## src/rtl/rw_manager_m10_inst_seq.sv

```systemverilog
`default_nettype none
// ============================================================================
// rw_manager_m10_inst_seq : walks the M10 instruction ROM from start_addr,
// runs up to four loop counters and hands each payload to the datapath.
// Revision: 1.0
// ============================================================================
module rw_manager_m10_inst_seq #(
    parameter int ADDR_W    = 7,
    parameter int DATA_W    = 20,
    parameter int PAYLOAD_W = 16,
    parameter int CNT_W     = 8
) (
    input  logic                   clock,
    input  logic                   reset_n,
    input  logic                   start,
    input  logic [ADDR_W-1:0]      start_addr,
    input  logic [4*CNT_W-1:0]     cnt_load,
    input  logic [4*ADDR_W-1:0]    cnt_target,
    output logic [ADDR_W-1:0]      rom_rdaddress,
    input  logic [DATA_W-1:0]      rom_q,
    output logic [PAYLOAD_W-1:0]   out_payload,
    output logic                   out_valid,
    input  logic                   out_ready,
    output logic                   busy,
    output logic                   done,
    output logic                   err
);

    typedef enum logic [2:0] {
        S_IDLE   = 3'd0,
        S_WAIT   = 3'd1,
        S_DECODE = 3'd2,
        S_ISSUE  = 3'd3,
        S_DONE   = 3'd4
    } state_t;

    state_t                       state_q, state_d;
    logic [ADDR_W-1:0]            pc_q, pc_d;
    logic [3:0][CNT_W-1:0]        cnt_q, cnt_d;
    logic [3:0][CNT_W-1:0]        load_q, load_d;
    logic [3:0][ADDR_W-1:0]       target_q, target_d;
    logic [PAYLOAD_W-1:0]         payload_q, payload_d;
    logic [2:0]                   jsel_q, jsel_d;
    logic                         valid_q, valid_d;
    logic                         busy_q, busy_d;
    logic                         done_q, done_d;
    logic                         err_q, err_d;

    logic                         loop_sel;
    logic [1:0]                   sel_idx;
    logic [2:0]                   jsel_m1;
    logic                         word_end;
    logic [2:0]                   word_jsel;

    assign jsel_m1   = jsel_q - 3'd1;
    assign sel_idx   = jsel_m1[1:0];
    assign loop_sel  = (jsel_q != 3'd0) && (jsel_q <= 3'd4);
    assign word_end  = rom_q[DATA_W-1];
    assign word_jsel = rom_q[DATA_W-2 -: 3];

    always_ff @(posedge clock) begin
        if (!reset_n) begin
            state_q   <= S_IDLE;
            pc_q      <= '0;
            cnt_q     <= '0;
            load_q    <= '0;
            target_q  <= '0;
            payload_q <= '0;
            jsel_q    <= '0;
            valid_q   <= 1'b0;
            busy_q    <= 1'b0;
            done_q    <= 1'b0;
            err_q     <= 1'b0;
        end else begin
            state_q   <= state_d;
            pc_q      <= pc_d;
            cnt_q     <= cnt_d;
            load_q    <= load_d;
            target_q  <= target_d;
            payload_q <= payload_d;
            jsel_q    <= jsel_d;
            valid_q   <= valid_d;
            busy_q    <= busy_d;
            done_q    <= done_d;
            err_q     <= err_d;
        end
    end

    always_comb begin
        state_d   = state_q;
        pc_d      = pc_q;
        cnt_d     = cnt_q;
        load_d    = load_q;
        target_d  = target_q;
        payload_d = payload_q;
        jsel_d    = jsel_q;
        valid_d   = valid_q;
        busy_d    = busy_q;
        done_d    = done_q;
        err_d     = err_q;

        case (state_q)
            S_IDLE, S_DONE: begin
                if (start) begin
                    pc_d     = start_addr;
                    cnt_d    = cnt_load;
                    load_d   = cnt_load;
                    target_d = cnt_target;
                    done_d   = 1'b0;
                    err_d    = 1'b0;
                    busy_d   = 1'b1;
                    state_d  = S_WAIT;
                end
            end
            S_WAIT: begin
                state_d = S_DECODE;
            end
            S_DECODE: begin
                if (word_end) begin
                    busy_d  = 1'b0;
                    done_d  = 1'b1;
                    state_d = S_DONE;
                end else begin
                    payload_d = rom_q[PAYLOAD_W-1:0];
                    jsel_d    = word_jsel;
                    valid_d   = 1'b1;
                    state_d   = S_ISSUE;
                end
            end
            S_ISSUE: begin
                if (out_ready) begin
                    valid_d = 1'b0;
                    if (loop_sel && (cnt_q[sel_idx] != '0)) begin
                        cnt_d[sel_idx] = cnt_q[sel_idx] - 1'b1;
                        pc_d           = target_q[sel_idx];
                        state_d        = S_WAIT;
                    end else begin
                        // Reload on loop exit so an enclosing loop restarts this one
                        if (loop_sel) begin
                            cnt_d[sel_idx] = load_q[sel_idx];
                        end
                        if (&pc_q) begin
                            busy_d  = 1'b0;
                            done_d  = 1'b1;
                            err_d   = 1'b1;
                            state_d = S_DONE;
                        end else begin
                            pc_d    = pc_q + 1'b1;
                            state_d = S_WAIT;
                        end
                    end
                end
            end
            default: begin
                state_d = S_IDLE;
            end
        endcase
    end

    assign rom_rdaddress = pc_q;
    assign out_payload   = payload_q;
    assign out_valid     = valid_q;
    assign busy          = busy_q;
    assign done          = done_q;
    assign err           = err_q;

endmodule
`default_nettype wire

```

## config.mk

```make
export PLATFORM = sky130hd
export DESIGN_NAME = rw_manager_m10_inst_seq
export DESIGN_NICKNAME = d
export VERILOG_FILES = /design/src/rtl/rw_manager_m10_inst_seq.sv
export SDC_FILE = /design/constraint.sdc
export NUM_CORES = 1
export LEC_CHECK = 0
export ABC_AREA = 1
export CAP_MARGIN = 25
export CORE_ASPECT_RATIO = 0.9
export CORE_MARGIN = 2
export CORE_UTILIZATION = 25
export CTS_CLUSTER_DIAMETER = 150
export DETAILED_ROUTE_END_ITERATION = 8
export PLACE_DENSITY = 0.42
export SLEW_MARGIN = 25
export SYNTH_ARGS = -nofsm -noshare
export SYNTH_HDL_FRONTEND = slang
export SYNTH_SLANG_ARGS = --single-unit
```

## constraint.sdc

```tcl
create_clock -name clock -period 3.6 [get_ports clock]
set_clock_uncertainty 0.1 [all_clocks]
set_input_delay 0.72 -clock clock [delete_from_list [all_inputs] [get_ports clock]]
set_output_delay 0.72 -clock clock [all_outputs]
set_load 0.05 [all_outputs]
```

==> tab_implementation.tex, run 1 <==
\begin{tabular}{lr}
\hline
Metric & Value \\
\hline
\multicolumn{2}{l}{\textbf{Final layout}} \\
\quad Fin nets & 1104 \\
\quad Register area & 2500 um2 \\
\quad Total area of multi-input combinational cells & 3230 um2 \\
\quad Layout fillers & 2673 \\
\quad Share of post-route cells with drive strength above 1 & 7.75\% \\
\quad Post-route cell area & 8270 um2 \\
\quad Syn-to-layout area delta & 34.5\% \\
\quad Antenna Cells & 0 \\
\multicolumn{2}{l}{\textbf{Logic synthesis}} \\
\quad Unique cell type count in the Yosys netlist & 36 \\
\quad Async S/R FF share, synth & 0\% \\
\quad Synth top area share & around two fifths \\
\quad Number of flops mapped to enable cells by yosys & 0 \\
\quad Net count of the mapped netlist & 1006 \\
\quad Netlist area before placement & 6150 um2 \\
\quad Average footprint of a synthesized cell & 6.77 um2 \\
\quad Most used flip-flop cell after synthesis & sky130\_fd\_sc\_hd\_\_dfxtp\_1 \\
\quad Post-synthesis instance total & 908 \\
\quad Yosys reg bits & 125 \\
\quad Top cells by area, synth & sky130\_fd\_sc\_hd\_\_dfxtp\_1 41\%, sky130\_fd\_sc\_hd\_\_nor2\_1 13\%, sky130\_fd\_sc\_hd\_\_o21ai\_0 12\%, sky130\_fd\_sc\_hd\_\_a21oi\_1 7.6\%, sky130\_fd\_sc\_hd\_\_nand2\_1 7.3\% \\
\quad Cell taking the most area after synthesis & sky130\_fd\_sc\_hd\_\_dfxtp\_1 \\
\quad Sequential area share after synthesis & 40.7\% \\
\quad Total of warnings raised by yosys & 0 \\
\multicolumn{2}{l}{\textbf{Critical path}} \\
\quad Arrival time at the worst endpoint & 3230 ps \\
\quad Critical path capture point & cnt\_q[30] \\
\quad Kind of end point of the critical path & flop \\
\quad Worst r2r path cells & 13 \\
\quad End of the worst register-to-register path & cnt\_q[30] \\
\quad Type of element launching the critical path & flop \\
\quad Delay of the slowest cell on the worst path & 490 ps \\
\quad FF-to-FF setup slack & just under 600 ps \\
\quad Worst Path Max Fanout & 24 \\
\quad Type of the setup path with the least slack & reg2reg \\
\quad Most used cell along the critical path & sky130\_fd\_sc\_hd\_\_inv\_1 \\
\quad Required time at the endpoint of the critical path & 3810 ps \\
\quad CP max stage cell & sky130\_fd\_sc\_hd\_\_a21boi\_2 \\
\quad Worst reg2reg path startpoint & jsel\_q[1] \\
\quad CP Cell Sequence & inv\_1 > ha\_1 > buf\_4 > o211ai\_1 > nand2\_1 > inv\_1 > ha\_1 > inv\_1 > nor2\_2 > a21boi\_2 > nand3\_1 > nand2\_1 > a21oi\_1 \\
\quad Critical path startpoint & jsel\_q[1] \\
\multicolumn{2}{l}{\textbf{Die}} \\
\quad Area of the die & $\sim$26000 um2 \\
\quad Core Region & 24200 um2 \\
\quad Core Rows & 54 \\
\quad Number of top-level design ports & 118 \\
\quad Starting density of the core & between 20\% and 30\% \\
\quad Die height & 153 um \\
\quad Width of the chip & 169 um \\
\multicolumn{2}{l}{\textbf{GRT}} \\
\quad GRT busiest layer & met2 \\
\quad Met2 global-route usage & 26.0\% \\
\quad Antenna violations before repair & 0 \\
\quad Global route total overflow & 0 \\
\quad Grt met1 use & 25.7\% \\
\quad Largest net degree at the start of global routing & 66 \\
\quad Global-route wire length before repair & 35100 um \\
\quad Overall routing resource usage & 17.5\% \\
\quad Met3 layer usage reported by global route & 2.96\% \\
\quad Vias in the first global route & 6108 \\
\multicolumn{2}{l}{\textbf{Route}} \\
\quad Count of TritonRoute iterations in the first routing pass & 5 \\
\quad Via-per-instance ratio & roughly 4.7 \\
\quad Via count & 6279 \\
\quad DRC & 0 \\
\quad Initial detailed-routing violation count & 375 \\
\quad Sum of routed wire length over all layers & 22700 um \\
\quad Antenna-violating nets left & 0 \\
\quad Average wire length per cell after detail routing & 17.1 um \\
\multicolumn{2}{l}{\textbf{Hold path}} \\
\quad Tightest Hold Check Type & reg2reg \\
\quad Source of the worst hold timing path & target\_q[17] \\
\multicolumn{2}{l}{\textbf{Flow run}} \\
\quad Total of max-cap violations & 0 \\
\multicolumn{2}{l}{\textbf{Power}} \\
\quad Maximum ir drop on the vdd rail & around 0.00027 V \\
\quad P\_leak & 3.32 nW \\
\quad Power density over cell area & 688 nW/um2 \\
\quad Overall power of the completed layout & 5.69 mW \\
\multicolumn{2}{l}{\textbf{Clocking}} \\
\quad Number of cells upsized or downsized after cts & 0 \\
\quad Hold bufs inserted after CTS & 0 \\
\quad Post-CTS Repair Setup Buffers & 0 \\
\quad Clock buffer count from CTS & 17 \\
\quad H-tree depth & 4 \\
\quad Clock tree from TritonCTS & done \\
\quad Latest clock arrival within the worst-skew pair & 430 ps \\
\quad Sink count of the clock tree & 125 \\
\quad CTS clock-pin slew for the worst setup and hold paths & 60 ps \\
\quad Clock tree root driver cell & sky130\_fd\_sc\_hd\_\_clkbuf\_16 \\
\quad Max clock buf depth & 2 \\
\multicolumn{2}{l}{\textbf{Timing}} \\
\quad Number of endpoints failing setup at the final stage & 0 \\
\quad Min setup slack post-route & 582 ps \\
\quad Setup total negative slack & 0 ps \\
\quad Maximum clock frequency & 331 MHz \\
\quad Post-layout minimum cycle time & between 3000 and 4000 ps \\
\quad Worst-case hold slack & 355 ps \\
\quad Period utilization & 83.8\% \\
\quad Hold violation count in the final report & 0 \\
\quad Final max-slew violation count & 0 \\
\quad Unrepaired setup endpoints after global routing & no \\
\quad Worst Max-Slew Pin Slew & 713 ps \\
\quad Relative slew slack & 52.4\% \\
\multicolumn{2}{l}{\textbf{Placed design}} \\
\quad Final Wtd Congestion & 0.860 \\
\quad Count of input and output buffers & 117 \\
\quad Placed Area & 7590 um2 \\
\quad Worst Setup Slack post-DPL & 585 ps \\
\quad HPWL Detailed & roughly 15000 um \\
\multicolumn{2}{l}{\textbf{Run status}} \\
\quad Status & completed \\
\hline
\end{tabular}
-- worst max-delay path: cells and delay by family, from the launching register on --
family,cells,cell delay [ps]
DFF,1,350
and+or+nand+nor,4,660
adders and majority gates,2,510
buffers and inverters,4,570
AOI/OAI and AO/OA,3,710
-- final cells by class --
cell class	instances	share of cell area [%]
clock buffer	19	5.36
multi-input combinational	683	39.0
inverter	48	2.18
sequential	125	30.3
tap	308	4.66
timing repair buffer	131	15.7
clock inverter	13	2.84
-- power by group --
group / switching (mW) / leakage (nW) / internal [mW] / total, mW
combinational: 1.28 / 1.97 / 0.601 / 1.88
sequential: 0.145 / 1.03 / 1.66 / 1.80
clock: 0.681 / 0.324 / 1.32 / 2.00
-- synthesized netlist by cell type (3+ instances only) --
cell / number
sky130_fd_sc_hd__a21oi_1: 93
sky130_fd_sc_hd__ha_1: 7
sky130_fd_sc_hd__nand4_1: 3
sky130_fd_sc_hd__a21oi_2: 4
sky130_fd_sc_hd__buf_2: 5
sky130_fd_sc_hd__dfxtp_1: 125
sky130_fd_sc_hd__nand3b_1: 4
sky130_fd_sc_hd__inv_1: 39
sky130_fd_sc_hd__o21ai_2: 6
sky130_fd_sc_hd__buf_6: 5
sky130_fd_sc_hd__nor2_1: 214
sky130_fd_sc_hd__o21ai_0: 143
sky130_fd_sc_hd__inv_2: 8
sky130_fd_sc_hd__nand2_1: 120
sky130_fd_sc_hd__nand3_1: 55
sky130_fd_sc_hd__clkbuf_1: 38
sky130_fd_sc_hd__o22ai_1: 8
sky130_fd_sc_hd__xor2_1: 3
-- how the worst min path moves through the flow --
stage              endpoint  slack (ps)  cells after the start
2_1_floorplan  target_q[16]         330                      2
3_3_place_gp   target_q[17]         350                      2
3_5_place_dp   target_q[17]         350                      2
4_1_cts        target_q[17]         360                      2
5_1_grt        target_q[17]         390                      2
6_report       target_q[17]         360                      2
-- stage by stage --
stage / utilization [%] / std cells
after CTS: 34.2 / 1327
after global routing: 34.2 / 1327
after floorplan: - / 908
final: 34.2 / 1327
after global placement: 31.4 / 1295
after detailed placement: 31.4 / 1295
-- per-layer routing --
metal / share of wire, % / vias to the layer above
met4: 1.0 / 0
met2: 42 / 167
li1: - / 3204
met1: 52 / 2892
met5: 0 / -
met3: 4.5 / 16
-- sequential cells by signal, indices dropped and copies added, names as in the netlist, 3 cells and up --
name,flops
load_q,32
state_q,3
target_q,28
cnt_q,32
jsel_q,3
out_payload,16
rom_rdaddress,7
-- cells by family (layout without fill, tap and decap cells) --
| logic type | after synthesis | in the layout | share of synthesized area [%] |
|---|---|---|---|
| AO/OA/AOI/OAI | 262 | 262 | 22.5 |
| XOR/XNOR | 5 | 5 | 0.835 |
| adder cells (fa/ha/maj) | 7 | 7 | 1.42 |
| buffers and inverters | 100 | 211 | 6.94 |
| flip-flops | 125 | 125 | 40.7 |
| AND/OR/NAND/NOR | 409 | 409 | 27.6 |
-- cell usage in the layout (no fill, tap or decap), types with 6 or more instances in the layout --
cell type and instances:
sky130_fd_sc_hd__clkbuf_16 17, sky130_fd_sc_hd__inv_1 39, sky130_fd_sc_hd__nand3_1 55, sky130_fd_sc_hd__dfxtp_1 125, sky130_fd_sc_hd__a21oi_1 93, sky130_fd_sc_hd__nand2_1 120
sky130_fd_sc_hd__nor2_1 213, sky130_fd_sc_hd__buf_4 12, sky130_fd_sc_hd__o21ai_0 143, sky130_fd_sc_hd__o22ai_1 8, sky130_fd_sc_hd__bufinv_16 6, sky130_fd_sc_hd__ha_1 7
sky130_fd_sc_hd__inv_2 8, sky130_fd_sc_hd__clkdlybuf4s50_1 116, sky130_fd_sc_hd__o21ai_2 6
Power figures use the tool's default switching activity.
==> run 2, diff against run 1 <==
Clock period 3.6 ns to 3.14 ns, I/O delays scaled along.
==> tab_implementation.tex, run 2 (synthesis results as in run 1) <==
\begin{tabular}{lr}
\hline
Metric & Value \\
\hline
\multicolumn{2}{l}{\textbf{Route}} \\
\quad Via-per-instance ratio & 4.73 (about the same) \\
\quad Antenna-violating nets left & 0 (unchanged) \\
\quad Count of TritonRoute iterations in the first routing pass & 5 (unchanged) \\
\quad Average wire length per cell after detail routing & 16.8 um (-1.7\%) \\
\quad DRC & 0 (unchanged) \\
\quad Sum of routed wire length over all layers & 22500 um (-0.93\%) \\
\quad Initial detailed-routing violation count & 470 (+25\%) \\
\quad Via count & 6327 (+0.76\%) \\
\multicolumn{2}{l}{\textbf{Critical path}} \\
\quad Delay of the slowest cell on the worst path & 360 ps (-130 ps) \\
\quad CP Cell Sequence & inv\_1 > ha\_1 > inv\_2 > o211ai\_1 > nand2\_1 > inv\_1 > ha\_1 > inv\_1 > nor2\_2 > nand2\_4 > nand2\_8 > nand3\_2 > nand2\_2 > nand2\_1 > nand2\_1 > nor2\_1 \\
\quad Type of the setup path with the least slack & reg2reg \\
\quad Arrival time at the worst endpoint & 2950 ps (-280 ps) \\
\quad Required time at the endpoint of the critical path & 3370 ps (-440 ps) \\
\quad Worst Path Max Fanout & 19 (-21\%) \\
\quad Kind of end point of the critical path & flop \\
\quad FF-to-FF setup slack & 420 ps (-160 ps) \\
\quad Type of element launching the critical path & flop \\
\quad Top delay family on crit path & simple AND/OR/NAND/NOR gates \\
\quad Worst r2r path cells & 16 (+3) \\
\quad Crit path buffers/inverters & 4 (unchanged) \\
\quad Worst reg2reg path startpoint & jsel\_q[1] \\
\quad End of the worst register-to-register path & rom\_rdaddress[4] \\
\quad CP max stage cell & sky130\_fd\_sc\_hd\_\_ha\_1 \\
\multicolumn{2}{l}{\textbf{Final layout}} \\
\quad Share of post-route cells with drive strength above 1 & 8.83\% (+1.1 points) \\
\quad Fin nets & 1115 (+1.0\%) \\
\quad Commonest cells after routing, fill and taps aside & 213 x sky130\_fd\_sc\_hd\_\_nor2\_1, 143 x sky130\_fd\_sc\_hd\_\_o21ai\_0, 125 x sky130\_fd\_sc\_hd\_\_dfxtp\_1 \\
\quad Antenna Cells & 0 (unchanged) \\
\quad Largest registers ranked by flip-flop count & cnt\_q: 32 flops, load\_q: 32 flops, target\_q: 28 flops \\
\quad Most common library cell in the layout ignoring fill and taps & sky130\_fd\_sc\_hd\_\_nor2\_1 \\
\quad Layout fillers & 2647 (-0.97\%) \\
\quad Syn-to-layout area delta & 35.5\% \\
\multicolumn{2}{l}{\textbf{Timing}} \\
\quad Relative slew slack & 52.9\% (+0.43 points) \\
\quad Number of endpoints failing setup at the final stage & 0 (unchanged) \\
\quad Min setup slack post-route & 421 ps (-161 ps) \\
\quad Unrepaired setup endpoints after global routing & no \\
\quad Maximum clock frequency & 368 MHz (+11\%) \\
\quad Period utilization & 86.6\% (+2.8 points) \\
\quad Hold violation count in the final report & 0 (unchanged) \\
\quad Setup total negative slack & 0 ps (unchanged) \\
\quad Final max-slew violation count & 0 (unchanged) \\
\quad Worst-case hold slack & 362 ps (+6.34 ps) \\
\quad Worst Max-Slew Pin Slew & 704 ps (-8.86 ps) \\
\quad Post-layout minimum cycle time & 2720 ps (-299 ps) \\
\multicolumn{2}{l}{\textbf{Placed design}} \\
\quad Worst Setup Slack post-DPL & 353 ps (-232 ps) \\
\quad HPWL Detailed & 15800 um (+4.0\%) \\
\quad Count of input and output buffers & 117 (unchanged) \\
\quad Final Wtd Congestion & 0.833 (-3.1\%) \\
\multicolumn{2}{l}{\textbf{Hold path}} \\
\quad Hold-critical path endpoint & target\_q[16] \\
\quad Tightest Hold Check Type & reg2reg \\
\quad Depth of the worst hold-timing path & 2 (unchanged) \\
\quad Source of the worst hold timing path & target\_q[16] \\
\multicolumn{2}{l}{\textbf{Power}} \\
\quad P\_leak & 3.37 nW (+1.4\%) \\
\quad Power density over cell area & 781 nW/um2 (+14\%) \\
\quad Maximum ir drop on the vdd rail & 0.000320 V (+17\%) \\
\multicolumn{2}{l}{\textbf{GRT}} \\
\quad Vias in the first global route & 6196 (+1.4\%) \\
\quad Global-route wire length before repair & 35400 um (+0.92\%) \\
\quad Overall routing resource usage & 17.7\% (+0.16 points) \\
\quad Global route total overflow & 0 (unchanged) \\
\quad Antenna violations before repair & 0 (unchanged) \\
\quad Largest net degree at the start of global routing & 67 (+1.5\%) \\
\multicolumn{2}{l}{\textbf{Die}} \\
\quad Die height & 153 um (unchanged) \\
\quad Width of the chip & 169 um (unchanged) \\
\quad Core Rows & 54 (unchanged) \\
\quad Area of the die & 25900 um2 (unchanged) \\
\quad Number of top-level design ports & 118 (unchanged) \\
\quad Core Region & 24200 um2 (unchanged) \\
\quad Starting density of the core & 25.4\% (unchanged) \\
\multicolumn{2}{l}{\textbf{Flow run}} \\
\quad Total of max-cap violations & 0 (unchanged) \\
\multicolumn{2}{l}{\textbf{Run status}} \\
\quad Status & completed \\
\multicolumn{2}{l}{\textbf{Clocking}} \\
\quad Max clock buf depth & 2 (unchanged) \\
\quad H-tree depth & 4 (unchanged) \\
\quad Clock tree from TritonCTS & done \\
\quad Post-CTS Repair Setup Buffers & 0 (unchanged) \\
\quad Clock tree root driver cell & sky130\_fd\_sc\_hd\_\_clkbuf\_16 \\
\quad Latest clock arrival within the worst-skew pair & 430 ps (about the same) \\
\quad Clock buffer count from CTS & 17 (unchanged) \\
\quad Sink count of the clock tree & 125 (unchanged) \\
\quad CTS clock-pin slew for the worst setup and hold paths & 60 ps (about the same) \\
\hline
\end{tabular}
[run 2: changes by cell type in the layout (fill, tap and decap cells not counted)]
cell | before | now
sky130_fd_sc_hd__nand2_8 | 0 | 1
sky130_fd_sc_hd__clkinv_4 | 2 | 4
sky130_fd_sc_hd__clkbuf_1 | 1 | 0
sky130_fd_sc_hd__buf_12 | 2 | 1
sky130_fd_sc_hd__bufinv_16 | 6 | 5
sky130_fd_sc_hd__inv_6 | 2 | 3
sky130_fd_sc_hd__nand2_4 | 2 | 1
sky130_fd_sc_hd__clkbuf_8 | 1 | 0
sky130_fd_sc_hd__inv_8 | 0 | 1
sky130_fd_sc_hd__buf_4 | 12 | 24
sky130_fd_sc_hd__clkinvlp_4 | 2 | 1
[run 2: timing repair]
action	CTS	global route
hold buffers	0	0
resized for setup	0	1
endpoints found under the setup margin	0	2
[run 2: final cells by class]
cell class                 instances  area, um2  share of cell area, %
clock inverter                    15        235                   2.82
inverter                          48        180                   2.16
multi-input combinational        683       3240                   38.8
clock buffer                      17        425                   5.11
sequential                       125       2500                   30.0
tap                              308        385                   4.63
timing repair buffer             142       1370                   16.4
[run 2: per-layer routing]
layer | up-vias | track usage, % | share of wire [%]
met3 | 20 | 3.79 | 4.8
met1 | 2888 | 26.1 | 52
li1 | 3234 | - | -
met2 | 185 | 26.1 | 42
met4 | 0 | 4.19 | 0.97
met5 | - | 0 | 0
[run 2: worst max path at each step]
stage	endpoint	slack (ps)	cells after the start	startpoint
3_3_place_gp	cnt_q[17]	440	9	out_ready
4_1_cts	rom_rdaddress[4]	340	16	jsel_q[1]
3_5_place_dp	rom_rdaddress[4]	350	16	jsel_q[1]
6_report	rom_rdaddress[4]	420	16	jsel_q[1]
2_1_floorplan	rom_rdaddress[4]	300	19	jsel_q[0]
5_1_grt	rom_rdaddress[4]	80	16	jsel_q[1]
[run 2: power by group]
| group | internal, mW | total [mW] | leakage [nW] | switching (mW) |
|---|---|---|---|---|
| registers | 1.90 | 2.07 | 1.03 | 0.165 |
| logic | 0.735 | 2.20 | 2.01 | 1.46 |
| clock network | 1.42 | 2.24 | 0.320 | 0.818 |
| total | 4.06 | 6.51 | 3.37 | 2.45 |
[run 2: per-stage QoR]
step | area [um2] | total power, mW | util [%] | cells
finish | 8330 | 6.51 | 34.4 | 1338
global route | 8330 | 6.93 | 34.4 | 1338
CTS | 8320 | 6.55 | 34.4 | 1338
detailed placement | 7660 | 4.28 | 31.7 | 1306
global placement | 7660 | 4.30 | 31.7 | 1306
floorplan | 6150 | 3.52 | - | 908
[run 2: worst min-delay path, stage by stage, from the launching register on]
cell and delay [ps]:
sky130_fd_sc_hd__dfxtp_1 300, sky130_fd_sc_hd__inv_1 60, sky130_fd_sc_hd__a21oi_1 60
==> run 3, diff against run 2 <==
Settings changed: CORE_UTILIZATION 25 to 30, PLACE_DENSITY 0.42 to 0.49.
==> tab_implementation.tex, run 3 (synthesis results as in run 1) <==
\begin{tabular}{lr}
\hline
Metric & Value \\
\hline
\multicolumn{2}{l}{\textbf{Timing}} \\
\quad Final max-slew violation count & 0 (unchanged) \\
\quad Worst Max-Slew Pin Slew & 603 ps (-101 ps) \\
\quad Period utilization & 89.0\% (+2.4 points) \\
\quad Unrepaired setup endpoints after global routing & no \\
\quad Maximum clock frequency & 358 MHz (-2.7\%) \\
\quad Relative slew slack & 59.8\% (+7.0 points) \\
\quad Post-layout minimum cycle time & 2790 ps (+75.4 ps) \\
\quad Setup total negative slack & 0 ps (unchanged) \\
\quad Number of endpoints failing setup at the final stage & 0 (unchanged) \\
\quad Hold violation count in the final report & 0 (unchanged) \\
\multicolumn{2}{l}{\textbf{Route}} \\
\quad Via count & 6432 (+1.7\%) \\
\quad Antenna-violating nets left & 0 (unchanged) \\
\quad Sum of routed wire length over all layers & 21800 um (-3.3\%) \\
\quad Average wire length per cell after detail routing & 17.0 um (+1.1\%) \\
\quad Count of TritonRoute iterations in the first routing pass & 5 (unchanged) \\
\quad Initial detailed-routing violation count & 506 (+7.7\%) \\
\quad Via-per-instance ratio & 5.03 (+6.3\%) \\
\quad DRC & 0 (unchanged) \\
\multicolumn{2}{l}{\textbf{Power}} \\
\quad Maximum ir drop on the vdd rail & 0.000391 V (+22\%) \\
\quad Power density over cell area & 755 nW/um2 (-3.3\%) \\
\quad P\_leak & 3.30 nW (-2.1\%) \\
\multicolumn{2}{l}{\textbf{GRT}} \\
\quad Global-route wire length before repair & 34200 um (-3.5\%) \\
\quad Overall routing resource usage & 20.2\% (+2.5 points) \\
\quad Vias in the first global route & 6192 (-0.065\%) \\
\quad Largest net degree at the start of global routing & 56 (-16\%) \\
\quad Global route total overflow & 0 (unchanged) \\
\quad Antenna violations before repair & 0 (unchanged) \\
\multicolumn{2}{l}{\textbf{Critical path}} \\
\quad Type of element launching the critical path & flop \\
\quad Worst Path Max Fanout & 24 (+5) \\
\quad Type of the setup path with the least slack & reg2reg \\
\quad Required time at the endpoint of the critical path & 3360 ps (about the same) \\
\quad Arrival time at the worst endpoint & 3010 ps (+60 ps) \\
\quad Kind of end point of the critical path & flop \\
\multicolumn{2}{l}{\textbf{Placed design}} \\
\quad Final Wtd Congestion & 0.914 (+9.7\%) \\
\quad Count of input and output buffers & 117 (unchanged) \\
\quad Placed Area & 7570 um2 (-1.2\%) \\
\quad HPWL Detailed & 15200 um (-3.6\%) \\
\multicolumn{2}{l}{\textbf{Clocking}} \\
\quad Max clock buf depth & 2 (unchanged) \\
\quad Clock tree from TritonCTS & done \\
\quad Clock tree root driver cell & sky130\_fd\_sc\_hd\_\_clkbuf\_16 \\
\quad CTS clock-pin slew for the worst setup and hold paths & 60 ps (about the same) \\
\quad Clock buffer count from CTS & 17 (unchanged) \\
\quad Latest clock arrival within the worst-skew pair & 430 ps (about the same) \\
\quad Sink count of the clock tree & 125 (unchanged) \\
\quad H-tree depth & 4 (unchanged) \\
\multicolumn{2}{l}{\textbf{Run status}} \\
\quad Status & completed \\
\multicolumn{2}{l}{\textbf{Die}} \\
\quad Starting density of the core & 30.7\% (+5.2 points) \\
\quad Number of top-level design ports & 118 (unchanged) \\
\quad Die height & 140 um (-8.5\%) \\
\quad Width of the chip & 155 um (-8.5\%) \\
\quad Core Rows & 49 (-9.3\%) \\
\quad Area of the die & 21700 um2 (-16\%) \\
\quad Core Region & 20000 um2 (-17\%) \\
\multicolumn{2}{l}{\textbf{Final layout}} \\
\quad Fin nets & 1110 (-0.45\%) \\
\quad Post-route cell area & 8150 um2 (-2.1\%) \\
\quad Commonest cells after routing, fill and taps aside & 213 x sky130\_fd\_sc\_hd\_\_nor2\_1, 143 x sky130\_fd\_sc\_hd\_\_o21ai\_0, 125 x sky130\_fd\_sc\_hd\_\_dfxtp\_1 \\
\quad Antenna Cells & 0 (unchanged) \\
\quad Largest registers ranked by flip-flop count & cnt\_q: 32 flops, load\_q: 32 flops, target\_q: 28 flops \\
\quad Most common library cell in the layout ignoring fill and taps & sky130\_fd\_sc\_hd\_\_nor2\_1 \\
\quad Core utilization of the finished layout & 40.7\% (+6.2 points) \\
\quad Syn-to-layout area delta & 32.6\% \\
\quad Share of post-route cells with drive strength above 1 & 8.20\% (-0.63 points) \\
\multicolumn{2}{l}{\textbf{Hold path}} \\
\quad Tightest Hold Check Type & reg2reg \\
\multicolumn{2}{l}{\textbf{Flow run}} \\
\quad Total of max-cap violations & 0 (unchanged) \\
\hline
\end{tabular}
[run 3: worst paths after layout]
path	from	to	slack, ps	cells past startpoint
max	jsel_q[1]	rom_rdaddress[0]	350	16
max reg2reg	jsel_q[1]	rom_rdaddress[0]	350	16
min	target_q[17]	target_q[17]	350	2
min reg2reg	target_q[17]	target_q[17]	350	2
[run 3: timing repair]
| action | CTS | global route |
|---|---|---|
| resized for setup | 0 | 2 |
| hold buffers | 0 | 0 |
| endpoints found under the setup margin | 0 | 7 |
| buffers inserted | 0 | 0 |
[run 3: metal layers]
layer | vias to the layer above | routed length, um | share of wire (%) | global-route usage, %
li1 | 3212 | - | - | -
met1 | 2977 | 10900 | 50 | 29.2
met2 | 215 | 9250 | 43 | 29.5
met3 | 28 | 1260 | 5.8 | 4.42
met4 | 0 | 390 | 1.8 | 6.87
met5 | - | 0 | 0 | 0
[run 3: power breakdown]
group	switching [mW]	internal (mW)
Sequential	0.165	1.90
Combinational	1.42	0.711
Clock	0.754	1.20
[run 3: layout make-up]
class,instances,area (um2)
Clock buffer,21,460
Inverter,48,180
Timing Repair Buffer,137,1350
Fill cell,2111,11900
Tap cell,255,319
Sequential cell,125,2500
Multi-Input combinational cell,683,3230
Clock inverter,10,116
[run 3: stage by stage]
stage / instances / power (mW) / hold WS [ps] / setup slack [ps]
after global routing: 1279 / 6.53 / 379 / 37.0
after global placement: 1248 / 4.23 / 348 / 379
after CTS: 1279 / 6.19 / 358 / 264
after detailed placement: 1248 / 4.22 / 349 / 294
after floorplan: 908 / 3.52 / 330 / 297
final: 1279 / 6.16 / 351 / 346
[run 3: worst max-delay path: stages (launching register included)]
cell and delay (ps):
sky130_fd_sc_hd__dfxtp_1 360, sky130_fd_sc_hd__inv_1 90, sky130_fd_sc_hd__ha_2 440, sky130_fd_sc_hd__inv_2 70, sky130_fd_sc_hd__o211ai_1 90, sky130_fd_sc_hd__nand2_1 100
sky130_fd_sc_hd__inv_1 90, sky130_fd_sc_hd__ha_1 160, sky130_fd_sc_hd__inv_1 50, sky130_fd_sc_hd__nor2_2 180, sky130_fd_sc_hd__nand2_4 110, sky130_fd_sc_hd__nand2_4 260
sky130_fd_sc_hd__nand3_2 210, sky130_fd_sc_hd__nand2_2 200, sky130_fd_sc_hd__nand2_1 70, sky130_fd_sc_hd__nand2_1 60, sky130_fd_sc_hd__nor2_1 40
